[src/rtl/tetris_gfx_pkg.sv]
`default_nettype none
// ============================================================================
// Module   : tetris_gfx_pkg
// Purpose  : Shared screen geometry and frame-write arbiter state encodings.
// Revision : 1.0 - initial release
// ============================================================================
package tetris_gfx_pkg;

    localparam int H_ACTIVE = 640;
    localparam int V_ACTIVE = 480;
    localparam int COORD_W  = 11;

    // Arbiter FSM encoding
    localparam logic [1:0] ARB_IDLE  = 2'd0;
    localparam logic [1:0] ARB_START = 2'd1;
    localparam logic [1:0] ARB_CLEAR = 2'd2;

endpackage
`default_nettype wire

[src/rtl/rr_arb2.sv]
`default_nettype none
// ============================================================================
// Module   : rr_arb2
// Purpose  : Two-way round-robin arbiter with a last-grant pointer.
// Revision : 1.0 - initial release
// ============================================================================
module rr_arb2 (
    input  logic       clk,
    input  logic       reset,
    input  logic       en,
    input  logic [1:0] req,
    output logic [1:0] grant
);

    // 1 means requester 1 was granted most recently, so requester 0 wins ties
    logic last_q;
    logic last_d;

    // Grant a lone requester directly; on a tie grant the one not served last
    always_comb begin
        grant = 2'b00;
        if (en) begin
            if (req == 2'b11) begin
                grant = last_q ? 2'b01 : 2'b10;
            end else begin
                grant = req;
            end
        end
        last_d = last_q;
        if (grant[1]) begin
            last_d = 1'b1;
        end else if (grant[0]) begin
            last_d = 1'b0;
        end
    end

    // Last-grant pointer register
    always_ff @(posedge clk) begin
        if (reset) begin
            last_q <= 1'b1;
        end else begin
            last_q <= last_d;
        end
    end

endmodule
`default_nettype wire

[src/rtl/frame_write_arbiter.sv]
`default_nettype none
// ============================================================================
// Module   : frame_write_arbiter
// Purpose  : Shares the frame-buffer write port between the clear sweep and
//            two round-robin draw requesters.
// Revision : 1.0 - initial release
// ============================================================================
module frame_write_arbiter
    import tetris_gfx_pkg::*;
#(
    parameter int                 COLOR_W  = 3,
    parameter logic [COLOR_W-1:0] BG_COLOR = '0
) (
    input  logic               clk,
    input  logic               reset,
    input  logic               clear_req,
    output logic               clear_rst,
    input  logic [10:0]        clear_x,
    input  logic [10:0]        clear_y,
    input  logic               clear_done,
    input  logic [1:0]         draw_req,
    input  logic [10:0]        draw_x0,
    input  logic [10:0]        draw_y0,
    input  logic [10:0]        draw_x1,
    input  logic [10:0]        draw_y1,
    input  logic [COLOR_W-1:0] draw_color0,
    input  logic [COLOR_W-1:0] draw_color1,
    output logic [1:0]         draw_grant,
    output logic               wr_en,
    output logic [10:0]        wr_x,
    output logic [10:0]        wr_y,
    output logic [COLOR_W-1:0] wr_color,
    output logic               busy
);

    logic [1:0]         state_q, state_d;
    logic               clear_pending_q, clear_pending_d;
    logic               wr_en_q, wr_en_d;
    logic [10:0]        wr_x_q, wr_x_d;
    logic [10:0]        wr_y_q, wr_y_d;
    logic [COLOR_W-1:0] wr_color_q, wr_color_d;
    logic               arb_en;
    logic               sweep_in_range;

    // Draws are only served when no clear is starting or queued
    assign arb_en = (state_q == ARB_IDLE) && !clear_req && !clear_pending_q && !reset;

    rr_arb2 u_rr_arb2 (
        .clk   (clk),
        .reset (reset),
        .en    (arb_en),
        .req   (draw_req),
        .grant (draw_grant)
    );

    assign clear_rst      = reset || (state_q == ARB_START);
    assign busy           = (state_q == ARB_START) || (state_q == ARB_CLEAR);
    assign sweep_in_range = (clear_x < COORD_W'(H_ACTIVE)) && (clear_y < COORD_W'(V_ACTIVE));

    // Clear sequencing; a request during a clear queues exactly one more
    always_comb begin
        state_d         = state_q;
        clear_pending_d = clear_pending_q;
        case (state_q)
            ARB_IDLE: begin
                if (clear_req || clear_pending_q) begin
                    state_d         = ARB_START;
                    clear_pending_d = 1'b0;
                end
            end
            ARB_START: begin
                state_d = ARB_CLEAR;
                if (clear_req) clear_pending_d = 1'b1;
            end
            ARB_CLEAR: begin
                if (clear_done) state_d = ARB_IDLE;
                if (clear_req) clear_pending_d = 1'b1;
            end
            default: state_d = ARB_IDLE;
        endcase
    end

    // Next write: granted draw in IDLE, in-range sweep point in CLEAR
    always_comb begin
        wr_en_d    = 1'b0;
        wr_x_d     = wr_x_q;
        wr_y_d     = wr_y_q;
        wr_color_d = wr_color_q;
        if (state_q == ARB_IDLE) begin
            if (draw_grant[0]) begin
                wr_en_d    = 1'b1;
                wr_x_d     = draw_x0;
                wr_y_d     = draw_y0;
                wr_color_d = draw_color0;
            end else if (draw_grant[1]) begin
                wr_en_d    = 1'b1;
                wr_x_d     = draw_x1;
                wr_y_d     = draw_y1;
                wr_color_d = draw_color1;
            end
        end else if (state_q == ARB_CLEAR) begin
            wr_en_d    = sweep_in_range;
            wr_x_d     = clear_x;
            wr_y_d     = clear_y;
            wr_color_d = BG_COLOR;
        end
    end

    // State and write-port registers
    always_ff @(posedge clk) begin
        if (reset) begin
            state_q         <= ARB_IDLE;
            clear_pending_q <= 1'b0;
            wr_en_q         <= 1'b0;
            wr_x_q          <= '0;
            wr_y_q          <= '0;
            wr_color_q      <= '0;
        end else begin
            state_q         <= state_d;
            clear_pending_q <= clear_pending_d;
            wr_en_q         <= wr_en_d;
            wr_x_q          <= wr_x_d;
            wr_y_q          <= wr_y_d;
            wr_color_q      <= wr_color_d;
        end
    end

    assign wr_en    = wr_en_q;
    assign wr_x     = wr_x_q;
    assign wr_y     = wr_y_q;
    assign wr_color = wr_color_q;

endmodule
`default_nettype wire

[config.mk]
export PLATFORM = sky130hd
export DESIGN_NAME = frame_write_arbiter
export DESIGN_NICKNAME = d
export VERILOG_FILES = /design/src/rtl/tetris_gfx_pkg.sv /design/src/rtl/rr_arb2.sv /design/src/rtl/frame_write_arbiter.sv
export SDC_FILE = /design/constraint.sdc
export NUM_CORES = 1
export LEC_CHECK = 0
export BUFFER_PORTS_ARGS = -buffer_cell sky130_fd_sc_hd__buf_2
export CAP_MARGIN = 20
export CORE_MARGIN = 4
export CORE_UTILIZATION = 38
export CTS_CLUSTER_DIAMETER = 150
export DETAILED_ROUTE_END_ITERATION = 16
export PLACE_DENSITY_LB_ADDON = 0.3
export SETUP_SLACK_MARGIN = 0.15
export SLEW_MARGIN = 40
export SYNTH_ARGS = -nofsm -noshare
export SYNTH_HDL_FRONTEND = slang
export SYNTH_SLANG_ARGS = --single-unit
[constraint.sdc]
create_clock -name clk -period 1.8 [get_ports clk]
set_input_delay 0.36 -clock clk [delete_from_list [all_inputs] [get_ports clk]]
set_output_delay 0.36 -clock clk [all_outputs]
set_load 0.005 [all_outputs]
==> out/qor.yml, run 1 <==
outcome:
  status: "finished with violations"
  violations: "negative setup slack"
sta:
  hold_slack_ns: 0.368
  finalCritPeriodShare_pct: 102
  fin_skew_ns: 0.00279
  drv_slew: 0
  hold_viol: 0
  tightest_slew_ns: 0.362
  slew-limit-headroom_pct: 75.6
  fmax_ghz: 0.546
  fin_crit_ns: 1.83
  worst_slack_ns: -0.0302
  setup_violations: 6
  rsz0062_at_grt: "true"
synth:
  synth_nets: 284
  ys_warn_count: 0
  yosys.cell_types.count: 34
  syn_inst: 202
  ys_ff_latch: 30
  syn_area_um2: 1680
  ys_seq_area_share_pct: 35.8
  synth_area_per_cell_um2: 8.30
min_path:
  hold_end: "wr_y[2]"
  min_from: "draw_y1[2]"
  holdPathStages: 3
  hp-class: "input port to flop"
cells_and_area:
  layout-drive-gt1-share_pct: 56.3
  fin_util_pct: 66.9
  nNetsFinal: 404
  n_antenna_cell: 0
  regArea_um2: 603
  fill_cells: 383
  area_growth_pct: 65.4
  final_cells: 373
  multi_input_area_um2: 1110
clock_network:
  h-tree-depth: 2
  cts_buffer_depth: 2
  insertion_delay_ns: 0.28
  cts_buffers: 5
  ctsHoldBuffers: 0
  cts_sinks: 30
  clk_transition_reported_paths_ns: 0.07
  root_buffer: "clkbuf_8"
  cts_tree: "built"
routing:
  vias_per_cell: 5.49
  wl_mm: 6.13
  wire_per_inst_um: 16.4
  drc: 0
  drt.antenna.violating_nets: 0
  drt-initial-drc-count: 159
  vias: 2048
  firstDrtPassIters: 4
setup_path:
  crit_path_max_fanout: 3
  r2r-start: "state_q[0]"
  start_kind: "flop"
  cp_slowest_cell: "dfxtp_2"
  worst_r2r_path_depth: 8
  reg2reg_to: "wr_x[4]"
  path_cells: "inv_2 > ha_4 > nor4b_4 > buf_4 > and2_4 > buf_6"
  rrSetupSlack_ns: -0.02
  crit_arrival_ns: 1.47
  endpoint_kind: "output pin"
  worstPathRequired_ns: 1.44
  max_stage_delay_ns: 0.33
  path_class: "flop to output pin"
pwr:
  powerDensity_nw_per_um2: 1090
  power.total_mw: 3.03
  p_leak_nw: 1.35
  ir_worst_vdd_v: 0.000848
place:
  gp_congestion: 0.798
  portBuffers: 107
  place_inst: 354
  hpwl_mm: 4.16
global_route:
  grt_max_degree: 29
  grt_antenna_before_repair: 0
  first_global_vias: 1995
  grt_pass1_wl_mm: 9.04
  gr-total-overflow: 0
  grt_use_total_pct: 20.9
flow_run:
  cap_viol_max_count: 0
die:
  start_util_pct: 40.5
  pin_count: 108
  die_y_um: 74.4
  coreArea_um2: 4140
  dieWidth_um: 74.4
  die-area_um2: 5540
  row_count: 23
-- layout by cell type, fill, tap and decap left out, drive strengths merged, types with 3 or more instances in the layout --
cell	synthesis	layout
nand2b	3	3
ha	4	4
a32o	3	3
a21oi	5	5
a2bb2oi	17	17
a221oi	18	18
a22oi	3	3
nor2	29	29
o32ai	5	5
a41o	4	4
nand3	18	18
inv	26	26
or2	3	3
buf	9	130
dfxtp	30	30
clkbuf	9	9
-- cells in the mapped netlist --
master / instances / area share (%)
a211o_1: 1 / 0.52
a21boi_0: 1 / 0.45
a21boi_2: 1 / 0.67
a21oi_1: 5 / 1.5
a221oi_1: 18 / 9.4
a22oi_1: 3 / 1.3
a2bb2oi_1: 17 / 8.9
a32o_1: 3 / 1.8
a41o_1: 4 / 2.4
a41oi_1: 1 / 0.52
and2_1: 2 / 0.75
and3_1: 1 / 0.37
buf_1: 1 / 0.22
buf_2: 6 / 1.8
buf_4: 2 / 0.90
clkbuf_1: 9 / 2.0
clkinv_2: 1 / 0.30
dfxtp_1: 30 / 36
ha_1: 4 / 3.0
inv_1: 26 / 5.8
mux2i_1: 2 / 1.2
nand2_1: 1 / 0.22
nand2b_1: 3 / 1.1
nand3_1: 17 / 5.1
nand3_2: 1 / 0.60
nand4_1: 1 / 0.37
nor2_1: 29 / 6.5
nor4b_4: 1 / 1.4
o21ai_0: 2 / 0.60
o32a_1: 1 / 0.60
o32ai_1: 5 / 2.6
or2_1: 1 / 0.37
or2_2: 1 / 0.37
or2_4: 1 / 0.52
-- logic make-up after synthesis --
| group | count (synthesis) | share of synthesized area, % |
|---|---|---|
| adders and majority gates | 4 | 2.99 |
| muxes | 2 | 1.19 |
| DFF | 30 | 35.8 |
| AOI/OAI and AO/OA | 62 | 31.3 |
| and+or+nand+nor | 59 | 17.7 |
| buffers and inverters | 45 | 11.0 |
-- critical path, delay by kind of cell (launching register included) --
kind	cells	cell delay [ns]
buffers and inverters	3	0.33
adder cells (fa/ha/maj)	1	0.14
flip-flops	1	0.33
AND/OR/NAND/NOR	2	0.40
-- worst max-delay path by stage --
stage | startpoint | endpoint | slack, ns | cells after the start
2_1_floorplan | state_q[0] | wr_x[4] | 0.13 | 8
3_3_place_gp | state_q[0] | wr_y[8] | 0.07 | 8
4_1_cts | state_q[1] | draw_grant[1] | -0.03 | 6
6_report | state_q[0] | draw_grant[1] | -0.03 | 6
5_1_grt | state_q[0] | wr_y[5] | -0.16 | 8
3_5_place_dp | state_q[0] | wr_y[8] | 0.02 | 8
-- area by class of cell --
| type | count | share of cell area, % |
|---|---|---|
| Clock buffer | 8 | 3.97 |
| Inverter | 27 | 3.84 |
| Multi-Input combinational cell | 127 | 39.9 |
| Sequential cell | 30 | 21.8 |
| Tap cell | 50 | 2.26 |
| Timing Repair Buffer | 131 | 28.3 |
-- metal layers --
metal,GRT usage (%),part of all wire (%),vias to the layer above
li1,-,-,977
met1,25.6,40,967
met2,37.4,50,100
met3,5.27,10,4
met4,3.56,0.39,0
met5,0,0,-
-- repair_timing --
action | CTS | global route
cloned | 1 | 1
setup buffers | 7 | 2
hold endpoints to repair | 0 | 0
resized for setup | 34 | 11
pin swaps | 4 | 3
setup endpoints to repair | 28 | 31
-- through the flow --
| step | worst slack [ns] | TNS [ns] | cell area [µm²] |
|---|---|---|---|
| after floorplan | 0.128 | 0 | 1730 |
| after global placement | 0.0714 | 0 | 2320 |
| after detailed placement | 0.0168 | 0 | 2320 |
| after CTS | -0.0319 | -0.0319 | 2670 |
| after global routing | -0.156 | -2.33 | 2770 |
| final | -0.0302 | -0.0726 | 2770 |
-- state kept, by name, summed over array words and instances, names as in the netlist --
| name | count |
|---|---|
| clear_pending_q | 1 |
| state_q | 2 |
| u_rr_arb2.last_q | 1 |
| wr_color | 3 |
| wr_en | 1 |
| wr_x | 11 |
| wr_y | 11 |
-- where the power goes --
group | switching [mW] | internal [mW]
Combinational | 0.746 | 0.762
Sequential | 0.0750 | 0.810
Clock | 0.254 | 0.386
Total | 1.07 | 1.96
Note: power is estimated with default switching activity, not from simulation.
==> inputs of run 2 (changes only) <==
SETUP_SLACK_MARGIN = 0.3   (was 0.15)
==> run 2 against run 1 <==
The run still ends with negative setup slack left. Power up 4.9%. Die area unchanged. Clock skew up 0.0044 ns. Routed wire length up 5.6%. Critical path type unchanged. Sequential cell count unchanged. Count of clock-buffer cells in the layout down 3. Clock power up 6.7%. Critical path depth unchanged. Via count up 1.4%.
==> out/qor.yml, run 2 (same netlist as run 1, synthesis figures left out) <==
setup_path:
  max_stage_delay_ns: 0.32  # about the same
  path_depth: 6  # unchanged
  worst_r2r_path_depth: 9  # +1
  reg2reg_to: "wr_y[1]"
  r2r-start: "state_q[0]"
  start_kind: "flop"
  path_cells: "inv_2 > ha_4 > nor4b_4 > buf_4 > and2_4 > buf_6"
  cp_slowest_cell: "dfxtp_2"
  crit_family: "simple AND/OR/NAND/NOR gates"
  worstPathRequired_ns: 1.44  # about the same
  path_class: "flop to output pin"
  crit_path_max_fanout: 3  # unchanged
  crit_arrival_ns: 1.49  # +0.02 ns
  rrSetupSlack_ns: 0.02  # +0.04 ns
  path_buf_inv: 3  # unchanged
  endpoint_kind: "output pin"
clock_network:
  cts_sinks: 30  # unchanged
  cts_buffer_depth: 2  # unchanged
  insertion_delay_ns: 0.28  # about the same
  h-tree-depth: 2  # unchanged
  cts_buffers: 5  # unchanged
  root_buffer: "clkbuf_8"
  clk_transition_reported_paths_ns: 0.07  # about the same
  ctsHoldBuffers: 0  # unchanged
  cts_tree: "built"
min_path:
  min_from: "draw_y1[0]"
  hold_end: "wr_y[0]"
  holdPathStages: 3  # unchanged
  hp-class: "input port to flop"
global_route:
  first_global_vias: 2143  # +7.4%
  grt_use_total_pct: 22.7  # +1.8 points
  grt_pass1_wl_mm: 9.72  # +7.6%
  gr-total-overflow: 0  # unchanged
  grt_antenna_before_repair: 0  # unchanged
  grt_max_degree: 29  # unchanged
sta:
  hold_viol: 0  # unchanged
  rsz0062_at_grt: "true"
  finalCritPeriodShare_pct: 103  # +0.88 points
  slew-limit-headroom_pct: 71.5  # -4.1 points
  setup_violations: 2  # -4
  tightest_slew_ns: 0.423  # +0.0613 ns
  drv_slew: 0  # unchanged
  hold_slack_ns: 0.359  # -0.00822 ns
  fin_crit_ns: 1.85  # +0.0158 ns
  fmax_ghz: 0.542  # -0.86%
  fin_skew_ns: 0.00716  # +0.00436 ns
  worst_slack_ns: -0.0460  # -0.0158 ns
die:
  row_count: 23  # unchanged
  die-area_um2: 5540  # unchanged
  pin_count: 108  # unchanged
  die_y_um: 74.4  # unchanged
  start_util_pct: 40.5  # unchanged
  dieWidth_um: 74.4  # unchanged
  coreArea_um2: 4140  # unchanged
routing:
  drt-initial-drc-count: 101  # -36%
  wire_per_inst_um: 17.1  # +3.9%
  vias_per_cell: 5.48  # -0.19%
  drc: 0  # unchanged
  drt.antenna.violating_nets: 0  # unchanged
  firstDrtPassIters: 4  # unchanged
  vias: 2077  # +1.4%
  wl_mm: 6.47  # +5.6%
outcome:
  violations: "negative setup slack"
  status: "finished with violations"
pwr:
  ir_worst_vdd_v: 0.000734  # -13%
  power.total_mw: 3.18  # +4.9%
  p_leak_nw: 1.41  # +4.8%
  powerDensity_nw_per_um2: 1090  # -0.57%
cells_and_area:
  layout-drive-gt1-share_pct: 58.7  # +2.3 points
  fin_util_pct: 70.6  # +3.7 points
  mostFrequentLayoutCell: "buf_2"
  mostFrequentLayoutCells: "buf_2 (104), nor2_1 (29), dfxtp_1 (28)"
  area_growth_pct: 74.5
  n_antenna_cell: 0  # unchanged
  nNetsFinal: 410  # +1.5%
place:
  gp_congestion: 0.745  # -6.6%
  portBuffers: 107  # unchanged
  hpwl_mm: 4.22  # +1.7%
flow_run:
  cap_viol_max_count: 0  # unchanged
## run 2: changes by cell type in the layout (fill, tap and decap cells not counted), sizes merged
| cell | previous run | this run |
|---|---|---|
| buf | 130 | 134 |
| clkbuf | 9 | 7 |
| clkinv | 1 | 3 |
| bufbuf | 0 | 1 |
| bufinv | 0 | 1 |
## run 2: per-stage QoR
stage	worst slack, ns	instance area, µm²	std cells	TNS, ns
finish	-0.0460	2930	379	-0.0553
global route	-0.138	2930	379	-1.73
CTS	-0.0354	2680	372	-0.0592
detailed placement	0.0193	2320	352	0
global placement	0.0598	2320	352	0
floorplan	0.146	1750	202	0
## run 2: per-layer routing
metal	track usage (%)	wire length (µm)	vias to the layer above
met1	26.4	2440	975
met2	39.2	3310	97
li1	-	-	992
met5	0	0	-
met4	6.13	86	0
met3	8.38	636	13
## run 2: area by class of cell
cell class	count	area [µm²]
fillers	347	1220
repair buffers	137	891
multi-input cells	127	1150
clock inverters	3	40.0
well taps	50	62.6
inverters	27	106
clock buffers	5	68.8
flip-flops and latches	30	603
## run 2: repair_timing
item,CTS,global route
gates cloned,2,3
hold endpoints to repair,0,0
gates resized for setup,25,27
pin swaps,3,6
setup endpoints to repair,32,32
setup buffers,10,4
## run 2: worst max-delay path by stage
stage,from,endpoint,slack [ns]
after floorplan,state_q[0],wr_x[4],0.15
after global routing,state_q[0],draw_grant[1],-0.14
after CTS,state_q[1],draw_grant[1],-0.04
after detailed placement,clear_req,wr_y[9],0.02
after global placement,clear_req,wr_x[5],0.06
final,state_q[0],draw_grant[1],-0.05
## run 2: worst reg2reg max path, stage by stage, from the launching register on
cell,delay [ns]
dfxtp_2,0.32
inv_2,0.08
ha_4,0.14
nor4b_4,0.25
buf_4,0.18
buf_6,0.10
and2_4,0.20
clkbuf_16,0.17
a2bb2oi_2,0.15
a221oi_2,0.06
## run 2: report_power, final
group	internal (mW)	total, mW	switching [mW]
Clock	0.407	0.683	0.276
Sequential	0.810	0.888	0.0786
Combinational	0.839	1.61	0.771
Total	2.06	3.18	1.13
